$ cat config.mk
export PLATFORM = sky130hd
export DESIGN_NAME = mul_div_unit
export DESIGN_NICKNAME = d
export VERILOG_FILES = /design/src/rtl/mul_div_unit_pkg.sv /design/src/rtl/mul_div_unit_addsub.sv /design/src/rtl/mul_div_unit.sv
export SDC_FILE = /design/constraint.sdc
export NUM_CORES = 1
export LEC_CHECK = 0
export ABC_AREA = 1
export BUFFER_PORTS_ARGS = -buffer_cell sky130_fd_sc_hd__buf_2
export CORE_UTILIZATION = 25
export CTS_BUF_LIST = sky130_fd_sc_hd__clkbuf_4 sky130_fd_sc_hd__clkbuf_8 sky130_fd_sc_hd__clkbuf_16
export CTS_CLUSTER_SIZE = 16
export DETAILED_ROUTE_END_ITERATION = 10
export PLACE_DENSITY_LB_ADDON = 0.12
export SLEW_MARGIN = 30
export SYNTH_ARGS = -nofsm -noshare
export SYNTH_HDL_FRONTEND = slang
export SYNTH_SLANG_ARGS = --single-unit
$ cat constraint.sdc
create_clock -name clock -period 3.6 [get_ports clock]
set_input_delay 0 -clock clock [delete_from_list [all_inputs] [get_ports clock]]
set_output_delay 0 -clock clock [all_outputs]
set_load 0.02 [all_outputs]
$ cat src/rtl/mul_div_unit_pkg.sv
// ---------------------------------------------------------------------------
// mul_div_unit_pkg
//   Shared CPU constants for the multicycle multiply/divide engine.
//   - WIDTH          : operand width (results are 2*WIDTH as {hi, lo})
//   - MD_OP_*        : encodings of the engine's op input
//   - ALU_OP_*       : ALU opcode values that the control unit routes to the
//                      engine instead of the combinational ALU
//   - md_state_e     : engine FSM states
//   - cond_neg()     : two's-complement negate when a flag is set
// ---------------------------------------------------------------------------
package mul_div_unit_pkg;

   localparam int WIDTH = 32;
   localparam int CNT_W = $clog2(WIDTH);

   // Iteration counter value on the last Booth / non-restoring step.
   localparam logic [CNT_W-1:0] CNT_LAST = CNT_W'(WIDTH - 1);

   localparam logic MD_OP_MUL = 1'b0;
   localparam logic MD_OP_DIV = 1'b1;

   localparam logic [4:0] ALU_OP_MUL = 5'b01111;
   localparam logic [4:0] ALU_OP_DIV = 5'b10000;

   typedef enum logic [2:0] {
      ST_IDLE = 3'd0,
      ST_MUL  = 3'd1,
      ST_DIV  = 3'd2,
      ST_FIX  = 3'd3,
      ST_DONE = 3'd4
   } md_state_e;

   // Map an ALU opcode onto the engine op bit (only meaningful for MUL/DIV).
   function automatic logic alu_to_md_op(input logic [4:0] alu_op);
      return (alu_op == ALU_OP_DIV) ? MD_OP_DIV : MD_OP_MUL;
   endfunction

   function automatic logic [WIDTH-1:0] cond_neg(input logic [WIDTH-1:0] x,
                                                 input logic             neg);
      return neg ? (~x + {{(WIDTH-1){1'b0}}, 1'b1}) : x;
   endfunction

endpackage

$ cat src/rtl/mul_div_unit_addsub.sv
// ---------------------------------------------------------------------------
// md_addsub
//   (WIDTH+1)-bit adder/subtractor shared by Booth partial-product
//   accumulation and the non-restoring remainder update.
//   Ports:
//     a, b : WIDTH+1-bit operands
//     sub  : 0 -> y = a + b, 1 -> y = a - b
//     y    : WIDTH+1-bit result (carry out discarded)
// ---------------------------------------------------------------------------
module md_addsub
   import mul_div_unit_pkg::*;
(
   input  logic [WIDTH:0] a,
   input  logic [WIDTH:0] b,
   input  logic           sub,
   output logic [WIDTH:0] y
);

   // Subtract as a + ~b + 1 so one carry chain serves both operations.
   assign y = a + (b ^ {(WIDTH+1){sub}}) + {{WIDTH{1'b0}}, sub};

endmodule

$ cat src/rtl/mul_div_unit.sv
// ---------------------------------------------------------------------------
// mul_div_unit
//   Multicycle signed multiply / divide engine sitting beside the ALU.
//   Operand A comes from Y, operand B from the bus; the {hi, lo} result feeds
//   ZHigh/ZLow. Multiply is radix-2 Booth (WIDTH edges); divide is
//   non-restoring on magnitudes (WIDTH edges) followed by a sign-fixup edge.
//   Ports:
//     clock, clear_n        : clock, asynchronous active-low reset
//     start, op             : request (sampled when not busy), 0=mul 1=div
//     operand_a, operand_b  : multiplicand/dividend, multiplier/divisor
//     busy                  : operation in progress, start ignored
//     done                  : one-cycle pulse, results valid from here on
//     result_hi, result_lo  : mul {product hi, lo}; div {remainder, quotient}
//     div_by_zero           : raised with done when the divisor was zero
// ---------------------------------------------------------------------------
module mul_div_unit
   import mul_div_unit_pkg::*;
(
   input  logic             clock,
   input  logic             clear_n,
   input  logic             start,
   input  logic             op,
   input  logic [WIDTH-1:0] operand_a,
   input  logic [WIDTH-1:0] operand_b,
   output logic             busy,
   output logic             done,
   output logic [WIDTH-1:0] result_hi,
   output logic [WIDTH-1:0] result_lo,
   output logic             div_by_zero
);

   md_state_e        state_q, state_d;
   logic [CNT_W-1:0] cnt_q, cnt_d;
   // acc: Booth accumulator (mul) / partial remainder (div), one guard bit.
   logic [WIDTH:0]   acc_q, acc_d;
   // q: multiplier shifting out (mul) / dividend in, quotient out (div).
   logic [WIDTH-1:0] q_q, q_d;
   logic             qm1_q, qm1_d;
   // m: multiplicand (mul) / divisor magnitude (div).
   logic [WIDTH-1:0] m_q, m_d;
   logic             a_neg_q, a_neg_d;
   logic             b_neg_q, b_neg_d;
   logic             busy_q, busy_d;
   logic             done_q, done_d;
   logic [WIDTH-1:0] hi_q, hi_d;
   logic [WIDTH-1:0] lo_q, lo_d;
   logic             dbz_q, dbz_d;

   logic [WIDTH:0]   as_a, as_b, as_y;
   logic             as_sub;
   logic [WIDTH:0]   booth_sum;
   logic [WIDTH-1:0] rem_mag;

   md_addsub u_addsub (
      .a   (as_a),
      .b   (as_b),
      .sub (as_sub),
      .y   (as_y)
   );

   // Adder operand steering per state.
   always_comb begin
      // NOTE: every signal gets a default first so no path leaves it unassigned, which would infer a latch.
      as_a   = acc_q;
      as_b   = {m_q[WIDTH-1], m_q};
      as_sub = 1'b0;
      unique case (state_q)
         ST_MUL: begin
            // Booth pair {q0, q-1}: 10 subtracts, 01 adds the multiplicand.
            as_b   = {m_q[WIDTH-1], m_q};
            as_sub = q_q[0];
         end
         ST_DIV: begin
            // Shift {R, Q} left one, then subtract if R was non-negative,
            // otherwise add the divisor back.
            as_a   = {acc_q[WIDTH-1:0], q_q[WIDTH-1]};
            as_b   = {1'b0, m_q};
            as_sub = ~acc_q[WIDTH];
         end
         ST_FIX: begin
            // Final restore of a negative remainder.
            as_a   = acc_q;
            as_b   = {1'b0, m_q};
            as_sub = 1'b0;
         end
         default: ;
      endcase
   end

   always_comb begin
      state_d = state_q;
      cnt_d   = cnt_q;
      acc_d   = acc_q;
      q_d     = q_q;
      qm1_d   = qm1_q;
      m_d     = m_q;
      a_neg_d = a_neg_q;
      b_neg_d = b_neg_q;
      busy_d  = busy_q;
      done_d  = 1'b0;
      hi_d    = hi_q;
      lo_d    = lo_q;
      dbz_d   = dbz_q;

      booth_sum = (q_q[0] ^ qm1_q) ? as_y : acc_q;
      rem_mag   = acc_q[WIDTH] ? as_y[WIDTH-1:0] : acc_q[WIDTH-1:0];

      unique case (state_q)
         ST_IDLE, ST_DONE: begin
            state_d = ST_IDLE;
            busy_d  = 1'b0;
            if (start) begin
               busy_d  = 1'b1;
               dbz_d   = 1'b0;
               cnt_d   = '0;
               acc_d   = '0;
               qm1_d   = 1'b0;
               a_neg_d = operand_a[WIDTH-1];
               b_neg_d = operand_b[WIDTH-1];
               if (op == MD_OP_MUL) begin
                  state_d = ST_MUL;
                  q_d     = operand_b;
                  m_d     = operand_a;
               end else begin
                  state_d = ST_DIV;
                  q_d     = cond_neg(operand_a, operand_a[WIDTH-1]);
                  m_d     = cond_neg(operand_b, operand_b[WIDTH-1]);
               end
            end
         end

         ST_MUL: begin
            // Arithmetic shift right of {acc, q, q-1} after the add/sub.
            acc_d = {booth_sum[WIDTH], booth_sum[WIDTH:1]};
            q_d   = {booth_sum[0], q_q[WIDTH-1:1]};
            qm1_d = q_q[0];
            cnt_d = cnt_q + 1'b1;
            if (cnt_q == CNT_LAST) begin
               state_d = ST_DONE;
               busy_d  = 1'b0;
               done_d  = 1'b1;
               hi_d    = acc_d[WIDTH-1:0];
               lo_d    = q_d;
            end
         end

         ST_DIV: begin
            if (m_q == '0) begin
               state_d = ST_DONE;
               busy_d  = 1'b0;
               done_d  = 1'b1;
               dbz_d   = 1'b1;
               lo_d    = '1;
               hi_d    = cond_neg(q_q, a_neg_q);
            end else begin
               acc_d = as_y;
               q_d   = {q_q[WIDTH-2:0], ~as_y[WIDTH]};
               cnt_d = cnt_q + 1'b1;
               if (cnt_q == CNT_LAST) begin
                  state_d = ST_FIX;
               end
            end
         end

         ST_FIX: begin
            // Quotient truncates toward zero; remainder follows the dividend.
            hi_d    = cond_neg(rem_mag, a_neg_q);
            lo_d    = cond_neg(q_q, a_neg_q ^ b_neg_q);
            state_d = ST_DONE;
            busy_d  = 1'b0;
            done_d  = 1'b1;
         end

         default: begin
            state_d = ST_IDLE;
            busy_d  = 1'b0;
         end
      endcase
   end

   // NOTE: all state, including the datapath registers, is reset so outputs read 0 under clear_n.
   always_ff @(posedge clock or negedge clear_n) begin
      if (!clear_n) begin
         state_q <= ST_IDLE;
         cnt_q   <= '0;
         acc_q   <= '0;
         q_q     <= '0;
         qm1_q   <= 1'b0;
         m_q     <= '0;
         a_neg_q <= 1'b0;
         b_neg_q <= 1'b0;
         busy_q  <= 1'b0;
         done_q  <= 1'b0;
         hi_q    <= '0;
         lo_q    <= '0;
         dbz_q   <= 1'b0;
      end else begin
         // NOTE: non-blocking assignments so every register samples pre-edge values.
         state_q <= state_d;
         cnt_q   <= cnt_d;
         acc_q   <= acc_d;
         q_q     <= q_d;
         qm1_q   <= qm1_d;
         m_q     <= m_d;
         a_neg_q <= a_neg_d;
         b_neg_q <= b_neg_d;
         busy_q  <= busy_d;
         done_q  <= done_d;
         hi_q    <= hi_d;
         lo_q    <= lo_d;
         dbz_q   <= dbz_d;
      end
   end

   assign busy        = busy_q;
   assign done        = done_q;
   assign result_hi   = hi_q;
   assign result_lo   = lo_q;
   assign div_by_zero = dbz_q;

endmodule

* Word-level counts from Yosys, hierarchy flattened
Index checks and enable logic that the tools add are counted.
** Operators by class
- Multiplexer cells :: 44
- Multipliers :: 0
- Shift-type cells :: 0
- Add/sub/neg operators :: 7
- Divide/modulo/power cells :: 0
- Bitwise gates (word level) :: 9
- Reductions and logical operators :: 15
- Magnitude comparators :: 0
- Equal/unequal tests :: 10
** Operators with widths (count)
- 32-bit 2-to-1 mux :: 14
- 32-bit one-hot mux with 3 select lines :: 3
- 33-bit 2-to-1 mux :: 5
- 32-bit by 1-bit adder with 32-bit output (second input constant) :: 4
- 32-bit inverter :: 4
- 33-bit one-hot mux with 3 select lines :: 1
- 33-bit by 1-bit adder with 33-bit output :: 1
- 33-bit adder :: 1
- 33-bit bitwise XOR :: 1
- 32-bit logical NOT :: 1
- 5-bit one-hot mux with 3 select lines :: 1
- 3-bit one-hot mux with 4 select lines :: 1
- 5-bit 2-to-1 mux :: 2
- 3-bit 2-to-1 mux :: 3
- 3-bit AND reduction :: 3
- 2-bit inequality test (second input constant) :: 4
- 2-bit AND reduction :: 4
- 1-bit 2-to-1 mux :: 7
- 3-bit by 2-bit equality test with 1-bit output (second input constant) :: 2
- 1-bit one-hot mux with 2 select lines :: 3
- 1-bit one-hot mux with 3 select lines :: 2
- 3-bit nonzero test :: 2
- 5-bit by 1-bit adder with 5-bit output (second input constant) :: 1
- 5-bit equality test (second input constant) :: 1
- 9 further kinds :: 14
** Word-level totals
- Memories kept :: 0
- Word-level logic and storage cells :: 98
- Output and inout bits :: 67
- Bits in writable memories :: 0
- Bits in latches :: 0
- Bits in read-only memories :: 0
- Input bits :: 68
- Register bits after elaboration :: 175

* Longest topological paths before layout
- Word-level depth :: 11
- Mapped depth :: 33
- Gate-level depth less buffers :: 31

* By module
A second synthesis with hierarchy kept.
** Second synthesis, totals
- Cells, all modules :: 2771
- Area total of the unflattened synthesis :: 16892.5 µm²
** Modules (own cells, without submodules)
- mul_div_unit :: times used 1, cells each 2270, area each 14249.9 µm², sequential area each 4379.2 µm²
- md_addsub :: times used 1, cells each 501, area each 2642.5 µm², sequential area each 0.0 µm²

* Worst setup path before layout
No wires, ideal clock.
- Kind :: reg2reg
- Start point :: reg state_q[0]
- End point :: reg hi_q[30] (netlist: result_hi[30])
- Stages on the path, launching flop included :: 31
- Buffers on the path :: 5
- Arrival time :: 3.869 ns
- Library setup time :: 0.116 ns
- Clock period less this slack :: 3.985 ns
- Data required time :: 3.484 ns
- Setup slack :: -0.385 ns
- Cells stage by stage :: dfrtp_1 > buf_6 > inv_4 > nand3_2 > clkbuf_1 > buf_1 > clkbuf_1 > o21ai_0 > fa_1 > nand3_1 > nand3_2 > nand2_1 > nand2_2 > nand2_1 > nand2_1 > or2_1 > nand2_1 > nand2_1 > o21ai_2 > inv_1 > nor2_2 > nand2_2 > nor2_4 > nand3_2 > nand2_2 > buf_6 > nand4_1 > nand3_1 > nand2_1 > nand2_1 > nand2_1
** Between the ends
- Cells in the longest elaborated chain, start to end :: 10
- Elaborated cells between the ends (all ways) :: 19
- Those cells by class :: 3 x add/sub; 5 x eq/ne; 7 x mux; 2 x bitwise; 2 x reduce/logical
** Ends and longest elaborated chain
- from (decl) :: line mul_div_unit.sv:32 : md_state_e state_q, state_d;
- from (signal assigned) :: line mul_div_unit.sv:199 : state_q <= state_d;
- 3-bit by 2-bit equality test with 1-bit output / 3-bit by 1-bit equality test with 1-bit output (equally long branches) :: line mul_div_unit.sv:67, mul_div_unit.sv:108
- 1-bit one-hot mux with 2 select lines :: line mul_div_unit.sv:67 : unique case (state_q)
- 33-bit bitwise XOR :: line mul_div_unit_addsub.sv:20 : assign y = a + (b ^ {(WIDTH+1){sub}}) + {{WIDTH{1'b0}}, sub};
- 33-bit adder :: line mul_div_unit_addsub.sv:20
- 33-bit by 1-bit adder with 33-bit output :: line mul_div_unit_addsub.sv:20
- 32-bit 2-to-1 mux :: line mul_div_unit.sv:106 : rem_mag = acc_q[WIDTH] ? as_y[WIDTH-1:0] : acc_q[WIDTH-1:0];
- 32-bit inverter :: line mul_div_unit_pkg.sv:40 : return neg ? (~x + {{(WIDTH-1){1'b0}}, 1'b1}) : x;
- 32-bit by 1-bit adder with 32-bit output :: line mul_div_unit_pkg.sv:40
- 32-bit 2-to-1 mux :: line mul_div_unit_pkg.sv:40
- 32-bit one-hot mux with 3 select lines :: line mul_div_unit.sv:108 : unique case (state_q)
- to (signal assigned) :: line mul_div_unit.sv:209 : hi_q <= hi_d;
- to (decl) :: line mul_div_unit.sv:45 : logic [WIDTH-1:0] hi_q, hi_d;
Parallel ways exist; a longest one is shown, timed or not. The select of a mux whose other input is x is not followed.
A chain may end at the register's enable or synchronous reset.

* Worst setup path after layout
- Start point :: reg state_q[0]
- End point :: reg hi_q[28] (netlist: result_hi[28])
The elaborated chain is that of the path after synthesis.

==> reports/results.ini <==
[sta]
finalHoldViolCount=0
fmax_mhz=270
period_needed_ns=3.70
setup_viol=15
tightest_slew_ns=0.873
setup_ws_ns=-0.0992
worst_hold_slack_ns=0.0322
slew_violations=0
min_period_over_period_pct=103
skew_ns=0.0146
slew_headroom_pct=41.8
rsz0062_at_grt=true

[route]
avgViaCountPerCell=4.96
ant_nets=0
dr.pass1.iters=5
wl_per_cell_um=20.1
drtIter0Drc=1259
drt_wl_total_um=74800
drc=0
num_vias=18400

[layout]
final_nets=2971
fillerInstances=6705
drive_above_1_share_pct=30.0
diodes=0
syn_to_final_growth_pct=43.4
final_util_pct=36.4

[grt]
grt_max_degree=75
gr-usage-met1_pct=30.7
grt_use_met2_pct=40.0
met3_usage_pct=2.68
grt_pass1_wl_um=112000
top_usage_layer=met2
antenna_found_initial=1
first_global_vias=18200
grt_usage_pct=23.5
overflow=0

[worst_setup_path]
end_kind=flip-flop
max_stage_delay_ns=0.45
rrSetupSlack_ns=-0.1
r2r_cells=28
crit_end=result_hi[28]$_DFFE_PN0P_
critPathMostFrequentCell=nand2_1
cp-start-kind=flip-flop
startpoint=state_q[0]$_DFFE_PN0P_
worstSetupPathType=flip-flop to flip-flop
required_ns=3.98
slowest_stage=dfrtp_2
cp.arrival_ns=4.08
reg2reg_from=state_q[0]$_DFFE_PN0P_
worstPathMaxFanout=15
r2r-end=result_hi[28]$_DFFE_PN0P_

[run]
cap_violations=0

[floorplan]
die_area_mm2=0.0639
start_util_pct=25.4
fp.coreArea_mm2=0.0619
fp-row-count=91
ios=135
die_x_um=253
die_h_um=253

[synth]
synth_xor_area_share_pct=5.68
yosysWarnings=0
syn-cell-area_mm2=0.0157
synth_cell_types=56
synth_top_family_by_area=simple AND/OR/NAND/NOR gates
synth-simple-area-share_pct=31.3
synth-compound-area-share_pct=22.7
synthCells=2431
yosysSeqAreaShare_pct=27.9
synth.ff_latch_count=175
syn_area_per_cell_um2=6.47
syn-num-nets=2537
synthMuxAreaShare_pct=0
synth_fa_ha_area_share_pct=3.07

[cts]
clockBufferDepth=2
cts_tree=done
cts_sinks=175
cts_buffers=17
root_buffer=clkbuf_16
htree_num_levels=4
clock_latency_ns=0.50
clkTransAtPathRegs_ns=0.08

[place]
port-buffer-count=134
gp_congestion=0.922
hpwl_um=58300

[run_status]
violations=negative setup slack
outcome=complete, but fails checks

[hold_path]
hp-class=input pin to flip-flop

## worst max-delay path: cells and delay by family (launching register included)
kind            cells  cell delay, ns
compound gates      5            0.57
fa+ha+maj           1            0.27
buf+inv             7            0.84
flops               1            0.45
simple gates       15            1.44
## cells by family after synthesis
| group | count (synthesis) |
|---|---|
| compound gates | 591 |
| xor+xnor | 102 |
| fa+ha+maj | 38 |
| buf+inv | 386 |
| flops | 175 |
| simple gates | 1139 |
## state kept, by name (all words and copies together) (netlist names)
register and count:
div_by_zero 1, state_q 3, cnt_q 5, qm1_q 1, done 1, a_neg_q 1, busy 1, b_neg_q 1
result_hi 32, q_q 32, acc_q 33, result_lo 32, m_q 32
## routing by layer
| layer | wire, µm | share of wire [%] |
|---|---|---|
| met1 | 33800 | 45 |
| met2 | 36400 | 49 |
| met3 | 2300 | 3.1 |
| met4 | 2260 | 3.0 |
| met5 | 0 | 0 |
## placed cells by master (no fill, tap or decap), drive strengths merged, types with 33 or more instances in the layout
master and n:
nand2 639, buf 480, inv 256, nor2 242, o21ai 229, dfrtp 175
nand3 149, a21oi 140, xor2 94, dlygate4sd3 66, o221ai 44, o211ai 40
a22oi 37, ha 37, nand4 33
## cells in the mapped netlist, drive strengths merged
cell | count | area, µm²
buf | 21 | 104
o21ai | 229 | 1150
and3 | 1 | 6.26
nand3 | 149 | 823
and2 | 4 | 25.0
o21bai | 5 | 37.5
a41oi | 7 | 61.3
ha | 37 | 463
nor4 | 18 | 113
a22oi | 37 | 278
a32oi | 1 | 8.76
o221ai | 44 | 385
nor3 | 31 | 175
nand2 | 639 | 2440
a21oi | 140 | 708
fa | 1 | 20.0
dfrtp | 175 | 4380
o311ai | 1 | 8.76
o2111ai | 1 | 8.76
a2bb2oi | 1 | 8.76
o22ai | 22 | 138
xnor2 | 8 | 70.1
nor3b | 1 | 7.51
clkbuf | 111 | 417
nand3b | 9 | 67.6
a31oi | 22 | 138
a21boi | 2 | 15.0
o211ai | 40 | 300
o21a | 2 | 15.0
inv | 252 | 948
a221oi | 28 | 245
nand4 | 33 | 213
a21o | 5 | 37.5
nand2b | 1 | 6.26
clkinv | 2 | 7.51
o31ai | 4 | 30.0
xor2 | 94 | 823
nor2 | 242 | 968
or2 | 11 | 68.8
## how the worst min path moves through the flow
stage | startpoint | end | slack [ns] | depth (start not counted)
after global routing | operand_b[27] | q_q[27]$_DFFE_PN0P_ | 0.03 | 3
after floorplan | clear_n | a_neg_q$_DFFE_PN0P_ | -0.30 | 0
after global placement | clear_n | acc_q[26]$_DFFE_PN0P_ | 0.08 | 1
after detailed placement | clear_n | acc_q[28]$_DFFE_PN0P_ | 0.08 | 1
final | operand_b[25] | q_q[25]$_DFFE_PN0P_ | 0.03 | 3
after CTS | operand_b[27] | q_q[27]$_DFFE_PN0P_ | 0.008 | 3
## through the flow
| step | TNS (ns) | cell area (µm²) | cells | setup WS (ns) |
|---|---|---|---|---|
| floorplan | 0 | 15700 | 2431 | 0.000922 |
| finish | -0.912 | 22500 | 3713 | -0.0992 |
| detailed placement | -11.22 | 19200 | 3559 | -0.564 |
| CTS | -0.646 | 21600 | 3683 | -0.0832 |
| global placement | -10.99 | 19200 | 3559 | -0.605 |
| global route | -6.74 | 22500 | 3713 | -0.346 |
## cell type report
class	instances	area [µm²]	share of cell area, %
tap	837	1050	4.65
clock inverter	11	131	0.583
inverter	254	958	4.25
sequential	175	4380	19.5
timing repair buffer	547	4120	18.3
multi-input combinational	1870	11500	50.8
clock buffer	19	447	1.98
## timing repair
action,4_1_cts,5_1_grt
endpoints found under the hold margin,97,0
pin swaps,94,105
setup buffers,27,33
gates cloned,2,0
hold buffers,66,0
gates resized for setup,251,174
endpoints found under the setup margin,34,39
Power is left out: the tool's default activity adds up to more than one toggle a clock period on the data nets, which glitch-free logic cannot reach.
